<file path="src/rtl/ps2_drive_ctrl.sv">
`default_nettype none
// ============================================================================
// Module   : ps2_drive_ctrl
// Purpose  : PS/2 scan-byte decoder driving a gear/speed model from W/S/arrows.
// Revision : 1.0
// ============================================================================
module ps2_drive_ctrl #(
  parameter int unsigned TICK_DIV = 12500000,
  parameter int unsigned TIMEOUT  = 100000
) (
  input  logic       clk_i,
  input  logic       rst_ni,
  input  logic       byte_valid_i,
  input  logic [7:0] byte_data_i,
  output logic       evt_valid_o,
  output logic [7:0] evt_code_o,
  output logic       evt_ext_o,
  output logic       evt_break_o,
  output logic       seq_err_o,
  output logic [3:0] held_o,
  output logic [6:0] speed_o,
  output logic [1:0] gear_o
);

  localparam int unsigned TO_W = $clog2(TIMEOUT + 1);
  localparam int unsigned TK_W = $clog2(TICK_DIV + 1);

  typedef enum logic [1:0] {
    S_IDLE    = 2'd0,
    S_EXT     = 2'd1,
    S_BRK     = 2'd2,
    S_EXT_BRK = 2'd3
  } state_e;

  state_e            state_q, state_d;
  logic [TO_W-1:0]   to_cnt_q;
  logic [TK_W-1:0]   tick_cnt_q;
  logic              evt_valid_q, evt_ext_q, evt_break_q, seq_err_q;
  logic [7:0]        evt_code_q;
  logic [3:0]        held_q, held_d;
  logic [6:0]        speed_q, speed_d;
  logic [1:0]        gear_q, gear_d;

  logic              fire, fire_ext, fire_brk, to_hit, tick, discard;
  logic [3:0]        key_hit;
  logic [6:0]        cap;

  always_comb begin
    fire     = 1'b0;
    fire_ext = 1'b0;
    fire_brk = 1'b0;
    state_d  = state_q;
    discard  = (byte_data_i == 8'h00) || (byte_data_i == 8'hAA) ||
               (byte_data_i == 8'hEE) || (byte_data_i == 8'hFA) ||
               (byte_data_i == 8'hFE) || (byte_data_i == 8'hFF);
    to_hit   = !byte_valid_i && (state_q != S_IDLE) &&
               (to_cnt_q == TO_W'(TIMEOUT - 1));
    if (byte_valid_i) begin
      case (state_q)
        S_IDLE: begin
          if (byte_data_i == 8'hE0)      state_d = S_EXT;
          else if (byte_data_i == 8'hF0) state_d = S_BRK;
          else if (!discard)             fire = 1'b1;
        end
        S_EXT: begin
          if (byte_data_i == 8'hF0) state_d = S_EXT_BRK;
          else if (byte_data_i != 8'hE0) begin
            fire = 1'b1; fire_ext = 1'b1; state_d = S_IDLE;
          end
        end
        S_BRK: begin
          if (byte_data_i == 8'hE0) state_d = S_EXT_BRK;
          else if (byte_data_i != 8'hF0) begin
            fire = 1'b1; fire_brk = 1'b1; state_d = S_IDLE;
          end
        end
        default: begin
          if (byte_data_i != 8'hE0 && byte_data_i != 8'hF0) begin
            fire = 1'b1; fire_ext = 1'b1; fire_brk = 1'b1; state_d = S_IDLE;
          end
        end
      endcase
    end else if (to_hit) begin
      state_d = S_IDLE;
    end
  end

  // Bit order of key_hit matches held: {dn, up, S, W}.
  always_comb begin
    key_hit[0] = fire && !fire_ext && (byte_data_i == 8'h1D);
    key_hit[1] = fire && !fire_ext && (byte_data_i == 8'h1B);
    key_hit[2] = fire &&  fire_ext && (byte_data_i == 8'h75);
    key_hit[3] = fire &&  fire_ext && (byte_data_i == 8'h72);
    held_d = fire_brk ? (held_q & ~key_hit) : (held_q | key_hit);
    gear_d = gear_q;
    if (!fire_brk && key_hit[2] && !held_q[2] && gear_q != 2'd3)
      gear_d = gear_q + 2'd1;
    else if (!fire_brk && key_hit[3] && !held_q[3] && gear_q != 2'd0)
      gear_d = gear_q - 2'd1;
  end

  always_comb begin
    tick = (tick_cnt_q == '0);
    case (gear_q)
      2'd0:    cap = 7'd25;
      2'd1:    cap = 7'd50;
      2'd2:    cap = 7'd75;
      default: cap = 7'd99;
    endcase
    speed_d = speed_q;
    if (speed_q > cap)      speed_d = speed_q - 7'd1;
    else if (held_q[1])     speed_d = (speed_q < 7'd3) ? 7'd0 : speed_q - 7'd3;
    else if (held_q[0])     speed_d = (speed_q >= cap) ? cap : speed_q + 7'd1;
    else if (speed_q != '0) speed_d = speed_q - 7'd1;
  end

  always_ff @(posedge clk_i or negedge rst_ni) begin
    if (!rst_ni) begin
      state_q     <= S_IDLE;
      to_cnt_q    <= '0;
      tick_cnt_q  <= TK_W'(TICK_DIV - 1);
      evt_valid_q <= 1'b0;
      evt_code_q  <= 8'h00;
      evt_ext_q   <= 1'b0;
      evt_break_q <= 1'b0;
      seq_err_q   <= 1'b0;
      held_q      <= 4'b0000;
      speed_q     <= 7'd0;
      gear_q      <= 2'd0;
    end else begin
      state_q     <= state_d;
      to_cnt_q    <= (byte_valid_i || to_hit || state_q == S_IDLE) ? '0 : to_cnt_q + 1'b1;
      tick_cnt_q  <= tick ? TK_W'(TICK_DIV - 1) : tick_cnt_q - 1'b1;
      evt_valid_q <= fire;
      seq_err_q   <= to_hit;
      if (fire) begin
        evt_code_q  <= byte_data_i;
        evt_ext_q   <= fire_ext;
        evt_break_q <= fire_brk;
        held_q      <= held_d;
        gear_q      <= gear_d;
      end
      // Tick reads the pre-event held/gear, so same-cycle events never leak in.
      if (tick) speed_q <= speed_d;
    end
  end

  assign evt_valid_o = evt_valid_q;
  assign evt_code_o  = evt_code_q;
  assign evt_ext_o   = evt_ext_q;
  assign evt_break_o = evt_break_q;
  assign seq_err_o   = seq_err_q;
  assign held_o      = held_q;
  assign speed_o     = speed_q;
  assign gear_o      = gear_q;

endmodule
`default_nettype wire

</file>
<file path="config.mk">
export PLATFORM = sky130hd
export DESIGN_NAME = ps2_drive_ctrl
export DESIGN_NICKNAME = d
export VERILOG_FILES = /design/src/rtl/ps2_drive_ctrl.sv
export SDC_FILE = /design/constraint.sdc
export NUM_CORES = 1
export LEC_CHECK = 0
export BUFFER_PORTS_ARGS = -buffer_cell sky130_fd_sc_hd__buf_2
export CORE_UTILIZATION = 43
export DETAILED_ROUTE_END_ITERATION = 8
export PLACE_DENSITY_LB_ADDON = 0.08
export REMOVE_ABC_BUFFERS = 1
export SLEW_MARGIN = 30
export SYNTH_ARGS = -nofsm -noshare
export SYNTH_HDL_FRONTEND = slang
export SYNTH_SLANG_ARGS = --single-unit
</file>
<file path="constraint.sdc">
create_clock -name clk_i -period 4.65 [get_ports clk_i]
set_input_delay 0.2325 -clock clk_i [delete_from_list [all_inputs] [get_ports clk_i]]
set_output_delay 0.2325 -clock clk_i [all_outputs]
set_load 0.05 [all_outputs]
</file>
; After elaboration in Yosys (flattened, before gate mapping)
; Index checks and enable logic that the tools add are counted.
[classes]
addsub = 7
n_lt_le_gt_ge = 3
eq_ne = 23
mux = 36
bitwise_logic = 3
reduce_logical = 42
[op_table]
columns = cell, n
row1 = $eq A8 B8 Y1 const B, 7
row2 = $mux W7, 6
row3 = $logic_not A24 Y1, 1
row4 = $mux W24, 1
row5 = $sub A24 B1 Y24 const B, 1
row6 = $mux W2, 11
row7 = $pmux W7 S3, 1
row8 = $add A17 B1 Y17 const B, 1
row9 = $eq A17 B17 Y1 const B, 1
row10 = $mux W17, 1
row11 = $eq A8 B5 Y1 const B, 2
row12 = $eq A8 B7 Y1 const B, 2
row13 = $ne A8 B8 Y1 const B, 2
row14 = $logic_and A1 B1 Y1, 15
row15 = $ne A4 B4 Y1 const B, 3
row16 = $mux W1, 11
row17 = $logic_not A8 Y1, 1
row18 = $reduce_bool A2 Y1, 4
row19 = $add A7 B1 Y7 const B, 1
row20 = $ge A7 B7 Y1, 1
row21 = $gt A7 B7 Y1, 1
row22 = $logic_or A1 B1 Y1, 7
row23 = $lt A7 B2 Y1 const B, 1
row24 = $reduce_bool A7 Y1, 1
row25 = other kinds (21), 31
[totals]
ff_bits = 68
input_bits = 11

; Depth between registers and ports, before layout
[depth]
depth_word = 18
ltp_mapped = 10
mapped_depth_nobuf = 10

; Worst setup path after synthesis
; Ideal clock, no wire load.
[synth_path]
path_kind = flip-flop to flip-flop
startpoint = register gear_q[0], in the netlist gear_o[0]
endpoint = register speed_q[5], in the netlist speed_o[5]
setup_time_ns = 0.131
arrival_ns = 2.920
required_ns = 4.519
path_slack_ns = 1.600
stages_incl_launch_ff = 11
n_path_buf = 0
path_cell_list = dfrtp_1 -> inv_1 -> ha_1 -> o21bai_1 -> ha_1 -> a21oi_1 -> o21ai_0 -> a211oi_1 -> o211ai_1 -> a22oi_1 -> o21ai_0
[synth_via]
elab_chain_cells = 7
[synth_lines]
columns = item, line_no
row1 = "start, declared", 42  ; logic [1:0] gear_q, gear_d;
row2 = "start signal, assigned", 141  ; gear_q <= gear_d;
row3 = $eq A2 B2 Y1 (tied with other cells), 104  ; case (gear_q)
row4 = $pmux W7 S3 (*), 104
row5 = $ge A7 B7 Y1, 113  ; else if (held_q[0]) speed_d = (speed_q >= cap) ? cap : speed_q + 7'd1;
row6 = $mux W7 (2 in series), 113
row7 = $mux W7, 112  ; else if (held_q[1]) speed_d = (speed_q < 7'd3) ? 7'd0 : speed_q - 7'd3;
row8 = $mux W7, 111  ; if (speed_q > cap) speed_d = speed_q - 7'd1;
row9 = "end signal, assigned", 144  ; if (tick) speed_q <= speed_d;
row10 = "end, declared", 41  ; logic [6:0] speed_q, speed_d;
; Mark *: on every way between the ends. The rest lies on a longest branch, timed or not.
; A chain may end at the register's enable or synchronous reset.

; Worst setup path after layout
; Same ends and word-level chain as after synthesis.

==> metrics.md <==
| Metric | Value |
|---|---|
| Drt pass-1 iters | 6 |
| Post-route setup TNS | 0 ps |
| Met2 Wirelength | 3980 µm |
| Clock sink count | 68 |
| Maximum capacitance violations | 0 |
| Most common cell in the synthesized netlist | dfrtp_1 |
| Critical path arrival | 3110 ps |
| Setup Fix Bufs, Post-CTS | 0 |
| Horiz. Die Dim | 98.2 µm |
| Avg WL per Cell | 15.0 µm |
| RD Place Congestion | 0.815 |
| Initial core utilization | 45.0% |
| RSZ-0062 raised after global routing | false |
| Library cells used by synthesis | 60 |
| Yosys top cell area share | 32.7% |
| H-tree depth | 3 |
| WL final | 8640 µm |
| Clock Latency Late Sink | 340 ps |
| Buffers added on ports | 35 |
| Clock Tree Root | clkbuf_8 |
| Total Power | 0.00132 W |
| Hold crit path type | primary input to flop |
| Final setup fails | 0 |
| CP Max Fanout | 9 |
| Peak supply drop | 0.160 mV |
| Largest area contributor in the netlist | dfrtp_1 |
| Worst-path clk slew | 80 ps |
| Area contributors post-synth | dfrtp_1 33%, dfstp_2 11%, ha_1 5.0% |
| DP HPWL | 6030 µm |
| Die Area | 9650 µm² |
| Area Growth Syn to Fin | 13.0% |
| First-pass GRT wire length | 14,700 µm |
| Fmax | 345 MHz |
| Final instance area | 4500 µm² |
| Crit path kind | flop to flop |
| # rows | 34 |
| Post-Syn Area | 3980 µm² |
| Final Worst Setup Slack | 1750 ps |
| Gr usage total | 19.2% |
| Final-report hold violation count | 0 |
| Outcome | finished with violations |
| Worst-Margin Slew | 799 ps |
| Layout cells sized above 1 | 20.0% |
| Leak pwr | 1.85 nW |
| Mapped Cells | 423 |
| Vias/cell | 5.69 |
| Vias | 3,264 |
| Synth Flop Type | dfrtp_1 |
| Max layer used | met4 |
| Post-route ant nets | 0 |
| Post-synth top cells | 52 x dfrtp_1, 51 x nor2_1, 41 x nand2_1 |
| Total number of yosys warnings | 0 |
| DR iter-0 viols | 169 |
| Violated checks | DRC |
| Post-layout min period | 2900 ps |
| WL met1 | 4170 µm |
| Worst Setup Start Kind | flop |
| CORE AREA | 8850 µm² |
| Total gr overflow | 0 |
| Worst Path Required | 4870 ps |
| Vias in the first global route | 3,083 |
| Post-route DRC | 1 |
| Post-synth EDFFs | 0 |
| Initial antenna violation count | 0 |
| Pins Over Slew Limit | 0 |
| Area post-placement | 4260 µm² |
| Fillcell total | 841 |
| CTS tree | built |
| Rel. slew slack | 46.6% |
| P per Cell Area | 293 nW/µm² |
| Mapped Avg Cell Area | 9.41 µm² |
| Pin count of the biggest net entering global routing | 44 |
| Register area share after synthesis | 43.2% |
| Synth Register Bits | 68 |
| Final nets | 488 |
| ANT cells | 0 |
| Crit end category | flop |
| Async S/R FF share, synth | 100% |
| Met3 wire len | 316 µm |
| Setup WS pre-CTS | 1520 ps |
| Longest Clk Path Bufs | 2 |
| # IOs | 36 |
| Setup Skew | 8.39 ps |
| Final period utilization | 62.3% |
| Num CTS Buffers | 9 |
| Die span in y | 98.2 µm |
-- state kept, by name, indices dropped and copies added, names as in the netlist, named ones only --
register / flops
evt_valid_o: 1
state_q: 2
seq_err_o: 1
speed_o: 7
evt_break_o: 1
evt_ext_o: 1
tick_cnt_q: 24
to_cnt_q: 17
evt_code_o: 8
gear_o: 2
-- cell usage in the layout (no fill, tap or decap), types with 14 or more instances in the layout --
cell	n
nand3_1	14
inv_1	15
a21oi_1	17
ha_1	16
nor2_1	51
nor3_1	15
buf_2	35
xnor2_1	21
nand2_1	41
xor2_1	17
o21ai_0	19
dfrtp_1	52
dfstp_2	16
-- stage by stage --
step                      cells  util (%)  hold WS (ps)
final                       574      50.9           189
after global routing        574      50.9           169
after CTS                   574      50.8           167
after detailed placement    557      48.1           267
after global placement      557      48.1           269
after floorplan             413         -         -63.1
-- layer usage --
layer  global-route usage (%)  vias to the layer above
met4                     7.81                        0
met5                        0                        -
met3                     4.65                       15
met1                     26.2                     1591
met2                     29.5                       73
li1                         -                     1585
-- final cells by class --
type	instances	area (µm²)	share of cell area, %
clock buffer	9	124	2.75
clock inverter	7	97.6	2.17
inverter	15	56.3	1.25
timing repair buffer	37	193	4.28
tap	108	135	3.00
multi-input combinational	330	2170	48.3
sequential	68	1720	38.3
-- where the power goes --
group	internal, W	switching (W)
Combinational	0.0000476	0.000108
Clock	0.000305	0.000244
Sequential	0.000604	0.0000106
-- repair_timing --
action,in CTS,in global routing
endpoints found under the hold margin,15,0
hold buffers,1,0
gates resized for setup,0,0
setup endpoints to repair,0,0
-- worst max-delay path: stages (launching register included) --
cell and delay [ps]:
dfrtp_1 430, inv_1 150, ha_1 280, o21bai_1 130
ha_1 310, a21oi_1 60, o21ai_0 390, o21bai_1 430
nor3b_1 280, o32a_1 220, o21ai_0 80
-- path summary, 6_finish.rpt --
| path | to | startpoint | slack [ps] | cells after the start |
|---|---|---|---|---|
| worst max-delay path | speed_o[5] | gear_o[0] | 1750 | 10 |
| worst min-delay path | evt_code_o[3] | byte_data_i[3] | 190 | 2 |
| worst max register to register | speed_o[5] | gear_o[0] | 1750 | 10 |
| worst min register to register | to_cnt_q[0] | to_cnt_q[0] | 480 | 1 |
| max in group asynchronous | tick_cnt_q[11] | rst_ni | 3240 | 3 |
| min in group asynchronous | tick_cnt_q[22] | rst_ni | 430 | 2 |
-- cells by family (layout without fill, tap and decap cells) --
kind of cell / Yosys count / count (layout) / share of synthesized area, %
compound gates: 71 / 71 / 11.3
xor+xnor: 38 / 38 / 8.36
fa+ha+maj: 17 / 17 / 5.28
buf+inv: 25 / 68 / 2.48
flops: 68 / 68 / 43.2
mux: 14 / 14 / 3.80
simple gates: 190 / 190 / 25.6
Power figures use the tool's default switching activity.
